===== config.mk =====
export PLATFORM = sky130hd
export DESIGN_NAME = cordic_engine
export DESIGN_NICKNAME = d
export VERILOG_FILES = /design/src/rtl/cordic_pkg.sv /design/src/rtl/cordic_stage.sv /design/src/rtl/cordic_engine.sv
export SDC_FILE = /design/constraint.sdc
export NUM_CORES = 1
export LEC_CHECK = 0
export ABC_AREA = 1
export BUFFER_PORTS_ARGS = -buffer_cell sky130_fd_sc_hd__buf_2
export CAP_MARGIN = 20
export CORE_ASPECT_RATIO = 2
export CORE_UTILIZATION = 40
export DETAILED_ROUTE_END_ITERATION = 16
export GPL_TIMING_DRIVEN = 0
export PLACE_DENSITY = 0.56
export RECOVER_POWER = 25
export SLEW_MARGIN = 15
export SYNTH_ARGS = -nofsm -noshare
export SYNTH_HDL_FRONTEND = slang
export SYNTH_SLANG_ARGS = --single-unit

===== constraint.sdc =====
create_clock -name i_clk -period 5.9 [get_ports i_clk]
set_input_delay 0 -clock i_clk [delete_from_list [all_inputs] [get_ports i_clk]]
set_output_delay 0 -clock i_clk [all_outputs]
set_load 0.03 [all_outputs]

===== src/rtl/cordic_pkg.sv =====
// rtl/cordic_pkg.sv - shared FSM type, hyperbolic repeat points and angle LUTs for the CORDIC engine
// Contents:
//   state_t          engine FSM states
//   c_HYP_REPEAT_A/B shift values that hyperbolic mode executes twice
//   c_ATAN_LUT       atan(2^-i), 32-bit, 2^31 = 180 degrees (pi rad)
//   c_ATANH_LUT      atanh(2^-i), same scaling; entry 0 is never used
package cordic_pkg;

  typedef enum logic [1:0] {
    S_IDLE = 2'd0,
    S_RUN  = 2'd1,
    S_DONE = 2'd2
  } state_t;

  localparam logic [4:0] c_HYP_REPEAT_A = 5'd4;
  localparam logic [4:0] c_HYP_REPEAT_B = 5'd13;

  localparam logic [31:0] c_ATAN_LUT [32] = '{
    32'h20000000, 32'h12E4051E, 32'h09FB385B, 32'h051111D4,
    32'h028B0D43, 32'h0145D7E1, 32'h00A2F61E, 32'h00517C55,
    32'h0028BE53, 32'h00145F2F, 32'h000A2F98, 32'h000517CC,
    32'h00028BE6, 32'h000145F3, 32'h0000A2FA, 32'h0000517D,
    32'h000028BE, 32'h0000145F, 32'h00000A30, 32'h00000518,
    32'h0000028C, 32'h00000146, 32'h000000A3, 32'h00000051,
    32'h00000029, 32'h00000014, 32'h0000000A, 32'h00000005,
    32'h00000003, 32'h00000001, 32'h00000001, 32'h00000000
  };

  // atanh(1) is infinite; hyperbolic runs start at shift 1 so slot 0 is unused and held at zero.
  localparam logic [31:0] c_ATANH_LUT [32] = '{
    32'd0,         32'd375486606, 32'd174591329, 32'd85894908,
    32'd42778589,  32'd21368373,  32'd10681577,  32'd5340462,
    32'd2670190,   32'd1335090,   32'd667544,    32'd333772,
    32'd166886,    32'd83443,     32'd41722,     32'd20861,
    32'd10430,     32'd5215,      32'd2608,      32'd1304,
    32'd652,       32'd326,       32'd163,       32'd81,
    32'd41,        32'd20,        32'd10,        32'd5,
    32'd3,         32'd1,         32'd1,         32'd0
  };

endpackage


===== src/rtl/cordic_stage.sv =====
// rtl/cordic_stage.sv - one combinational CORDIC micro-iteration, circular or hyperbolic
// Ports:
//   x, y, z              current working values (signed, p_WIDTH)
//   mode                 1 = circular, 0 = hyperbolic
//   vector               1 = vectoring (drive y to 0), 0 = rotation (drive z to 0)
//   shift                shift amount for this iteration
//   lut                  32-bit angle for this shift; top p_WIDTH bits are used
//   x_next/y_next/z_next next working values
module cordic_stage
  import cordic_pkg::*;
#(
  parameter int p_WIDTH = 32
) (
  input  logic signed [p_WIDTH-1:0] x,
  input  logic signed [p_WIDTH-1:0] y,
  input  logic signed [p_WIDTH-1:0] z,
  input  logic                      mode,
  input  logic                      vector,
  input  logic        [4:0]         shift,
  input  logic        [31:0]        lut,
  output logic signed [p_WIDTH-1:0] x_next,
  output logic signed [p_WIDTH-1:0] y_next,
  output logic signed [p_WIDTH-1:0] z_next
);

  logic signed [p_WIDTH-1:0] x_sh;
  logic signed [p_WIDTH-1:0] y_sh;
  logic signed [p_WIDTH-1:0] angle;
  logic                      d_pos;

  always_comb begin
    x_sh  = x >>> shift;
    y_sh  = y >>> shift;
    // Narrow datapaths keep the most significant bits of the 32-bit angle.
    angle = p_WIDTH'($signed(lut) >>> (32 - p_WIDTH));
    d_pos = vector ? y[p_WIDTH-1] : ~z[p_WIDTH-1];

    if (d_pos) begin
      x_next = mode ? (x - y_sh) : (x + y_sh);
      y_next = y + x_sh;
      z_next = z - angle;
    end else begin
      x_next = mode ? (x + y_sh) : (x - y_sh);
      y_next = y - x_sh;
      z_next = z + angle;
    end
  end

endmodule


===== src/rtl/cordic_engine.sv =====
// rtl/cordic_engine.sv - iterative CORDIC engine: start/done handshake, shift sequencer, working and output registers
// Ports:
//   i_clk, i_rst_n         clock (rising edge), synchronous active-low reset
//   i_start                start request, accepted only while o_ready=1
//   i_mode, i_vector       1 = circular / 0 = hyperbolic; 1 = vectoring / 0 = rotation
//   i_x, i_y, i_z          signed initial values, latched at start
//   o_ready                engine idle
//   o_done                 one-cycle pulse when o_x/o_y/o_z update
//   o_x, o_y, o_z          results, held until the next o_done
module cordic_engine
  import cordic_pkg::*;
#(
  parameter int p_WIDTH = 32,
  parameter int p_ITER  = 20
) (
  input  logic                      i_clk,
  input  logic                      i_rst_n,
  input  logic                      i_start,
  input  logic                      i_mode,
  input  logic                      i_vector,
  input  logic signed [p_WIDTH-1:0] i_x,
  input  logic signed [p_WIDTH-1:0] i_y,
  input  logic signed [p_WIDTH-1:0] i_z,
  output logic                      o_ready,
  output logic                      o_done,
  output logic signed [p_WIDTH-1:0] o_x,
  output logic signed [p_WIDTH-1:0] o_y,
  output logic signed [p_WIDTH-1:0] o_z
);

  localparam logic [4:0] c_LAST = 5'(p_ITER - 1);

  state_t                    state;
  logic        [4:0]         count;
  logic        [4:0]         shift;
  logic                      rep_flag;
  logic                      circ;
  logic                      vec;
  logic signed [p_WIDTH-1:0] acc_x;
  logic signed [p_WIDTH-1:0] acc_y;
  logic signed [p_WIDTH-1:0] acc_z;
  logic signed [p_WIDTH-1:0] nx;
  logic signed [p_WIDTH-1:0] ny;
  logic signed [p_WIDTH-1:0] nz;
  logic        [31:0]        lut;
  logic                      hold_shift;

  assign lut = circ ? c_ATAN_LUT[shift] : c_ATANH_LUT[shift];

  // Hyperbolic convergence needs shifts 4 and 13 executed twice; the flag
  // marks that the first pass of a repeated shift has already happened.
  assign hold_shift = !circ && !rep_flag &&
                      ((shift == c_HYP_REPEAT_A) || (shift == c_HYP_REPEAT_B));

  cordic_stage #(
    .p_WIDTH (p_WIDTH)
  ) u_stage (
    .x      (acc_x),
    .y      (acc_y),
    .z      (acc_z),
    .mode   (circ),
    .vector (vec),
    .shift  (shift),
    .lut    (lut),
    .x_next (nx),
    .y_next (ny),
    .z_next (nz)
  );

  always_ff @(posedge i_clk) begin
    if (!i_rst_n) begin
      state    <= S_IDLE;
      o_ready  <= 1'b1;
      o_done   <= 1'b0;
      o_x      <= '0;
      o_y      <= '0;
      o_z      <= '0;
      acc_x    <= '0;
      acc_y    <= '0;
      acc_z    <= '0;
      count    <= '0;
      shift    <= '0;
      rep_flag <= 1'b0;
      circ     <= 1'b0;
      vec      <= 1'b0;
    end else begin
      case (state)
        S_IDLE: begin
          o_done <= 1'b0;
          if (i_start) begin
            acc_x    <= i_x;
            acc_y    <= i_y;
            acc_z    <= i_z;
            circ     <= i_mode;
            vec      <= i_vector;
            count    <= '0;
            rep_flag <= 1'b0;
            shift    <= i_mode ? 5'd0 : 5'd1;
            o_ready  <= 1'b0;
            state    <= S_RUN;
          end
        end
        S_RUN: begin
          acc_x <= nx;
          acc_y <= ny;
          acc_z <= nz;
          count <= count + 5'd1;
          if (hold_shift) begin
            rep_flag <= 1'b1;
          end else begin
            shift    <= shift + 5'd1;
            rep_flag <= 1'b0;
          end
          if (count == c_LAST) begin
            state <= S_DONE;
          end
        end
        S_DONE: begin
          o_x     <= acc_x;
          o_y     <= acc_y;
          o_z     <= acc_z;
          o_done  <= 1'b1;
          o_ready <= 1'b1;
          state   <= S_IDLE;
        end
        default: begin
          state <= S_IDLE;
        end
      endcase
    end
  end

endmodule


After elaboration in Yosys (flattened, before gate mapping) --
Memories as Yosys holds them, arrays and structs flattened. Cells that the tools add are included.
Cells by class: reductions and logical operators 13, shifts and indexed selects 2, bitwise gates (word level) 2, equality and inequality tests 8, $lt $le $gt $ge 1, multiplexer cells 31, $add $sub $neg 8
Operator list (number):
- 32-bit two-way mux | 13
- 32-bit one-hot mux with 2 select lines | 3
- 32-bit adder | 3
- 32-bit subtractor | 3
- 32-bit by 5-bit >>> shifter with 32-bit output | 2
- 5-bit one-hot mux with 2 select lines | 2
- 5-bit two-way mux | 3
- 5-bit by 1-bit adder with 5-bit output (second input constant) | 2
- 2-bit AND reduction | 4
- 6-bit greater-or-equal comparator (second input constant) | 1
- 2-bit inequality test (second input constant) | 3
- 5-bit NOT with 6-bit output | 1
- 1-bit one-hot mux with 2 select lines | 3
- 5-bit by 3-bit equality test with 1-bit output (second input constant) | 1
- 5-bit by 4-bit equality test with 1-bit output (second input constant) | 1
- 5-bit equality test (second input constant) | 1
- 1-bit two-way mux | 4
- 2-bit two-way mux | 2
- 2-bit one-hot mux with 2 select lines | 1
- 2-bit nonzero test | 2
- 3-bit AND reduction | 1
- 2-bit by 1-bit equality test with 1-bit output (second input constant) | 1
- 2-bit equality test (second input constant) | 1
- 1-bit logical AND | 2
- other kinds (4) | 5
Storage, ports and cells: memories 2, bits in read-only memories 2048, flip-flop bits (word level) 209
Memory list:
- (name not given) | depth 32, bits a word 32, read ports 1, clocked after Yosys merged registers in 0, write ports 0, line cordic_engine.sv:48 | assign lut = circ ? c_ATAN_LUT[shift] : c_ATANH_LUT[shift];
- (name not given) | depth 32, bits a word 32, read ports 1, clocked after Yosys merged registers in 0, write ports 0, line cordic_engine.sv:48

Logic depth before layout (Yosys ltp) --
depth in word-level cells 8, gate-level depth with buffers 37, depth with buffers taken out 36

Modules after synthesis --
Synthesis repeated with hierarchy kept, for this count alone.
Second synthesis, totals: cells, all modules 3675, area, all modules 21758.4 sq um
Modules (own cells, without submodules):
- cordic_stage | seq. area each 0.0 sq um, cells each 2368, instances 1, area each 12492.0 sq um
- cordic_engine | seq. area each 4184.0 sq um, cells each 1307, instances 1, area each 9266.4 sq um

Worst setup path before layout --
No wires, ideal clock.
kind reg-to-reg, from register shift[0], to register acc_z[30], slack 1046 ps, clock period less this slack 4854 ps, data required time 5768 ps, stages on the path, launching flop included 30, data arrival time 4722 ps, buffers on the path 4, cell sequence dfxtp_1 -> buf_6 -> inv_4 -> buf_6 -> buf_2 -> buf_1 -> ha_1 -> inv_1 -> nor2_2 -> nor2_1 -> o22ai_1 -> o211ai_1 -> ha_1 -> nand4_1 -> clkinv_1 -> nand2_1 -> nor4_4 -> nand2_1 -> nand2_1 -> xor2_1 -> inv_1 -> ha_1 -> nand2_1 -> nor3_1 -> nor3b_1 -> nand3_1 -> o21ai_0 -> xor2_1 -> o21ai_0 -> a21oi_1
On the way: word-level cells in the longest chain between the ends 8, elaborated cells on any way between the ends 12
Ends and longest elaborated chain:
- from (decl) | line cordic_engine.sv:35 | logic [4:0] shift;
- from (signal assigned) | line cordic_engine.sv:98 | shift <= i_mode ? 5'd0 : 5'd1;
- from (signal assigned) | line cordic_engine.sv:111 | shift <= shift + 5'd1;
- 5-bit NOT with 6-bit output (not written as such) * | line cordic_engine.sv:48
- memory read 32 x 32 bit
- 32-bit two-way mux (not written as such) (2 in a row) | line cordic_engine.sv:48
- 32-bit two-way mux * | line cordic_engine.sv:48
- 32-bit adder or 32-bit subtractor (tied branches) | line cordic_stage.sv:45, cordic_stage.sv:41
- 32-bit two-way mux * | line cordic_stage.sv:38 | if (d_pos) begin
- 32-bit one-hot mux with 2 select lines * | line cordic_engine.sv:87 | case (state)
- to (signal assigned) | line cordic_engine.sv:93 | acc_z <= i_z;
- to (signal assigned) | line cordic_engine.sv:106 | acc_z <= nz;
- to (decl) | line cordic_engine.sv:41 | logic signed [p_WIDTH-1:0] acc_z;
Every way passes the cells marked *; elsewhere a longest branch is shown, timed or not. The select of a mux whose other input is x is not followed. A chain may end at the register's enable or synchronous reset.

Worst setup path after layout --
from register shift[0], to register acc_x[30]
On the way: word-level cells in the longest chain between the ends 5, elaborated cells on any way between the ends 7
Ends and longest elaborated chain:
- 32-bit by 5-bit >>> shifter with 32-bit output * | line cordic_stage.sv:33 | y_sh = y >>> shift;
- 32-bit subtractor or 32-bit adder (tied branches) | line cordic_stage.sv:39, cordic_stage.sv:43
- 32-bit two-way mux (on tied branches) | line cordic_stage.sv:43, cordic_stage.sv:39
- 32-bit two-way mux * | line cordic_stage.sv:38
- 32-bit one-hot mux with 2 select lines * | line cordic_engine.sv:87
- to (signal assigned) | line cordic_engine.sv:91 | acc_x <= i_x;
- to (signal assigned) | line cordic_engine.sv:104 | acc_x <= nx;
- to (decl) | line cordic_engine.sv:39 | logic signed [p_WIDTH-1:0] acc_x;
Every way passes the cells marked *; elsewhere a longest branch is shown, timed or not.

==> results.txt <==
The flow ran to the end, but the final reports show violations. The checks that failed: setup timing. The effective utilization at floorplan is 40.4%. The clock latency on the worst-skew pair came out at 0.63 ns. Subtracting the final worst setup slack from the clock period gives 5.94 ns. The vias per cell is 5.87.

Entering global routing, the biggest net connects 20 pins. For the worst flop-to-flop path, the logic depth is 24. The global-route wire length before repair came out at 171 mm. STA classifies the critical path endpoint as a flop. The net count of the mapped netlist came out at 3,831.

The share of the yosys chip area belonging to registers is 19.7%. Tracing the worst setup path back leads to its startpoint at shift[0]. The total of flip-flops plus latches after synthesis is 209. The worst path arrival time came out at 6.44 ns. The netlist uses 66 different library cells. The area of the die came out at 54,000 sq um. The accumulated negative setup slack is -0.0403 ns. The maximum number of buffers from clock root to sink is 3. The worst setup path is of the reg2reg kind. A synthesized cell averages 5.92 sq um. The relative area change from synthesis to final layout is 18.4%. In the synthesized netlist, the number of instances is 3,581. For this run, design rule violations remaining after detail routing come to 0.

Walking the worst path, the cells encountered are buf_6 > buf_4 > buf_2 > buf_2 > nand2_1 > nand3_1 > o21ai_0 > o21ai_0 > o21ai_0 > o21ai_2 > inv_1 > ha_1 > clkbuf_1 > inv_1 > a21oi_2 > o21ai_0 > a31oi_1 > nand3_2 > nand3_1 > nand3_1 > nand2_1 > nand2_1 > o221ai_1 > a21oi_1. The core outline area came out at 52,600 sq um. At the end of routability-driven placement, the weighted congestion stood at 1.09. The root buffer selected by CTS is sky130_fd_sc_hd__clkbuf_16. In the layout the commonest cells are sky130_fd_sc_hd__nand2_1 (789), sky130_fd_sc_hd__nor2_1 (504), sky130_fd_sc_hd__o21ai_0 (402), sky130_fd_sc_hd__inv_1 (303), sky130_fd_sc_hd__a21oi_1 (288). The power density of the placed cells is 303 nW/um^2.

The reg-to-reg startpoint is shift[0]. The relative slew slack came out at 18.5%. The kind of start point of the critical path is a flop. The via count of the first global-routing pass came to 26,506.

The non-filler instance count after layout is 4,598. 199 I/O pins were placed. The maximum frequency from static timing analysis is 168 MHz. Yosys printed 0 warnings.

The wire length per cell after detailed routing came out at 26.2 microns. The layout net count came out at 4,163. The clock tree from TritonCTS is built. The final core utilization came out at 47.8%. The biggest area contributor in the post-synthesis netlist is sky130_fd_sc_hd__dfxtp_1. The number of failing setup endpoints in the final timing report came out at 1.

The portion of synthesized cell area occupied by the leading cell type came out at 19.7%. Port buffering added 197 buffers. The initialized floorplan defines 119 standard-cell rows. The total wire length after detailed routing is 120 mm. The final cycle utilization of the critical path came out at 101%. The placed cell count came out at 4,448.

The endpoint identified for the worst register-to-register timing path is acc_x[30]. In this run, the number of DRC markers left after iteration 0 of detailed routing was 2,187. Summed over all nets, the half-perimeter wirelength after detailed placement is 94.3 mm. In this run the worst setup path terminates at acc_x[30]. The clock net sink count is 209. Clock-pin slew was measured on the worst setup and hold paths at 0.08 ns. The filler cell count in the final layout came out at 5,933. The largest incremental delay on the critical path came out at 0.44 ns. The final number of max-transition violations is 0. The number of buffers inserted during clock tree synthesis is 23. The number of synthesized flops with an enable pin is 0. For this run, the leading register cell type out of synthesis is sky130_fd_sc_hd__dfxtp_1.

The slack of the worst reg-to-reg path is -0.04 ns. The slowest library cell on the worst path is sky130_fd_sc_hd__o21ai_2. The most numerous cell type found on the critical path is sky130_fd_sc_hd__o21ai_0. The height of the die came out at 328 microns. The number of nets with antenna violations after routing came out at 0.

The largest voltage drop on the vdd net is 0.286 mV. Setup repair after global routing could not meet its margin everywhere. The share of synthesized registers carrying an async set or reset came out at 0%. In the post-synthesis netlist, the biggest area contributors are sky130_fd_sc_hd__dfxtp_1 (20%), sky130_fd_sc_hd__nand2_1 (14%), sky130_fd_sc_hd__o21ai_0 (9.7%). The post-route clock skew came out at 0.0211 ns. The ratio of cells with drive above 1 in the final layout came out at 9.16%. In this run the static leakage power is 12.1 nW. The actual transition at the worst max-transition pin came out at 1.22 ns.

The count of H-tree levels built during CTS came out at 1. The number of antenna violations at the first check in global routing came to 8. The total congestion overflow after global routing came out at 0. The number of endpoints with negative hold slack in the final report is 0. The die is 165 microns wide. Max-cap violations in this run came to 0. The pre-CTS worst setup slack is -1.08 ns. In the post-route analysis, the smallest setup slack over all paths is -0.0403 ns. The area of the mapped netlist came out at 21,200 sq um.

The type of the worst min-delay path is in2reg. Along the worst path, the maximum fanout reaches 10. The most common cell after layout, fill and taps aside is sky130_fd_sc_hd__nand2_1. The total via count in the routed design is 26,992.

The required time at the worst-slack endpoint came out at 6.40 ns. The detailed-routing iteration count for the pre-antenna-repair pass came out at 7. The total track usage is 44.5%.
[worst min path at each step]
stage	from	endpoint	slack, ns	cells past startpoint
global route	i_start	acc_x[0]	0.17	7
detailed placement	i_vector	vec	0.28	3
global placement	i_vector	vec	0.27	3
floorplan	i_vector	vec	0.13	2
CTS	i_start	acc_x[0]	0.13	7
finish	i_start	acc_x[0]	0.14	7
[layer usage]
| metal | vias up | wire length [microns] | global-route usage [%] |
|---|---|---|---|
| li1 | 12585 | - | - |
| met2 | 1210 | 58500 | 76.4 |
| met1 | 12582 | 38500 | 39.1 |
| met5 | - | 87 | 0 |
| met4 | 8 | 14900 | 46.7 |
| met3 | 607 | 8380 | 14.0 |
[what timing repair did]
action	in CTS	in global routing
resized for setup	29	54
hold buffers	98	0
setup endpoints to repair	38	35
buffers inserted	0	6
pin swaps	1	6
hold endpoints to repair	99	0
[state kept, by name, indices dropped and copies added, names as in the netlist]
register	count
acc_x	32
acc_y	32
acc_z	32
o_x	32
o_y	32
o_z	32
count	5
shift	5
state	2
circ	1
o_done	1
o_ready	1
rep_flag	1
vec	1
[critical path, delay by kind of cell, from the launching register on]
family	cells	cell delay, ns
compound gates	9	2.26
buf+inv	7	1.72
simple gates	7	1.11
flops	1	0.43
fa+ha+maj	1	0.28
[cell usage after synthesis (10+ instances only)]
cell type	n
sky130_fd_sc_hd__nand2_2	21
sky130_fd_sc_hd__nand4_1	22
sky130_fd_sc_hd__a21o_1	13
sky130_fd_sc_hd__nor2_1	509
sky130_fd_sc_hd__o21ai_1	15
sky130_fd_sc_hd__xor2_1	70
sky130_fd_sc_hd__o21ai_0	413
sky130_fd_sc_hd__clkbuf_1	125
sky130_fd_sc_hd__buf_2	24
sky130_fd_sc_hd__o21a_1	13
sky130_fd_sc_hd__a21oi_1	299
sky130_fd_sc_hd__inv_2	18
sky130_fd_sc_hd__nor3_1	30
sky130_fd_sc_hd__or2_2	13
sky130_fd_sc_hd__buf_6	10
sky130_fd_sc_hd__xnor2_1	39
sky130_fd_sc_hd__buf_1	20
sky130_fd_sc_hd__o211ai_1	30
sky130_fd_sc_hd__nand3_1	263
sky130_fd_sc_hd__o221ai_1	17
sky130_fd_sc_hd__a31oi_1	35
sky130_fd_sc_hd__dfxtp_1	209
sky130_fd_sc_hd__ha_1	145
sky130_fd_sc_hd__inv_1	304
sky130_fd_sc_hd__nand2_1	790
[kinds of logic (layout without fill, tap and decap cells)]
group                      Yosys count  count (layout)  share of synthesized area [%]
and+or+nand+nor                   1696            1696                           33.4
DFF                                209             209                           19.7
muxes                                6               6                          0.283
buffers and inverters              511             859                           9.67
adders and majority gates          149             149                           8.93
other                                0               4                              0
AOI/OAI and AO/OA                  901             901                           23.4
xor gates and xnor gates           109             109                           4.50
[final cells by class]
class | count | area [sq um] | share of cell area, %
diodes | 4 | 10.0 | 0.0399
multi-input cells | 2861 | 15200 | 60.4
inverters | 326 | 1230 | 4.91
clock inverters | 10 | 146 | 0.583
repair buffers | 309 | 2000 | 7.96
well taps | 665 | 832 | 3.31
plain buffers | 183 | 875 | 3.48
clock buffers | 31 | 666 | 2.65
flip-flops and latches | 209 | 4190 | 16.7
[per-stage QoR]
step | area, sq um | total power, mW | hold slack, ns
6_report | 25100 | 7.62 | 0.137
5_1_grt | 25100 | 8.00 | 0.168
4_1_cts | 24900 | 7.36 | 0.126
3_5_place_dp | 23100 | 5.65 | 0.279
3_3_place_gp | 23000 | 5.66 | 0.268
2_1_floorplan | 21200 | 4.31 | 0.135
[power breakdown]
part	leakage [nW]	total [mW]	internal, mW	switching [mW]
logic	10.0	4.26	1.31	2.95
clock network	0.397	1.67	0.928	0.742
registers	1.71	1.68	1.50	0.180
total	12.1	7.62	3.74	3.88
Power figures use the tool's default switching activity.
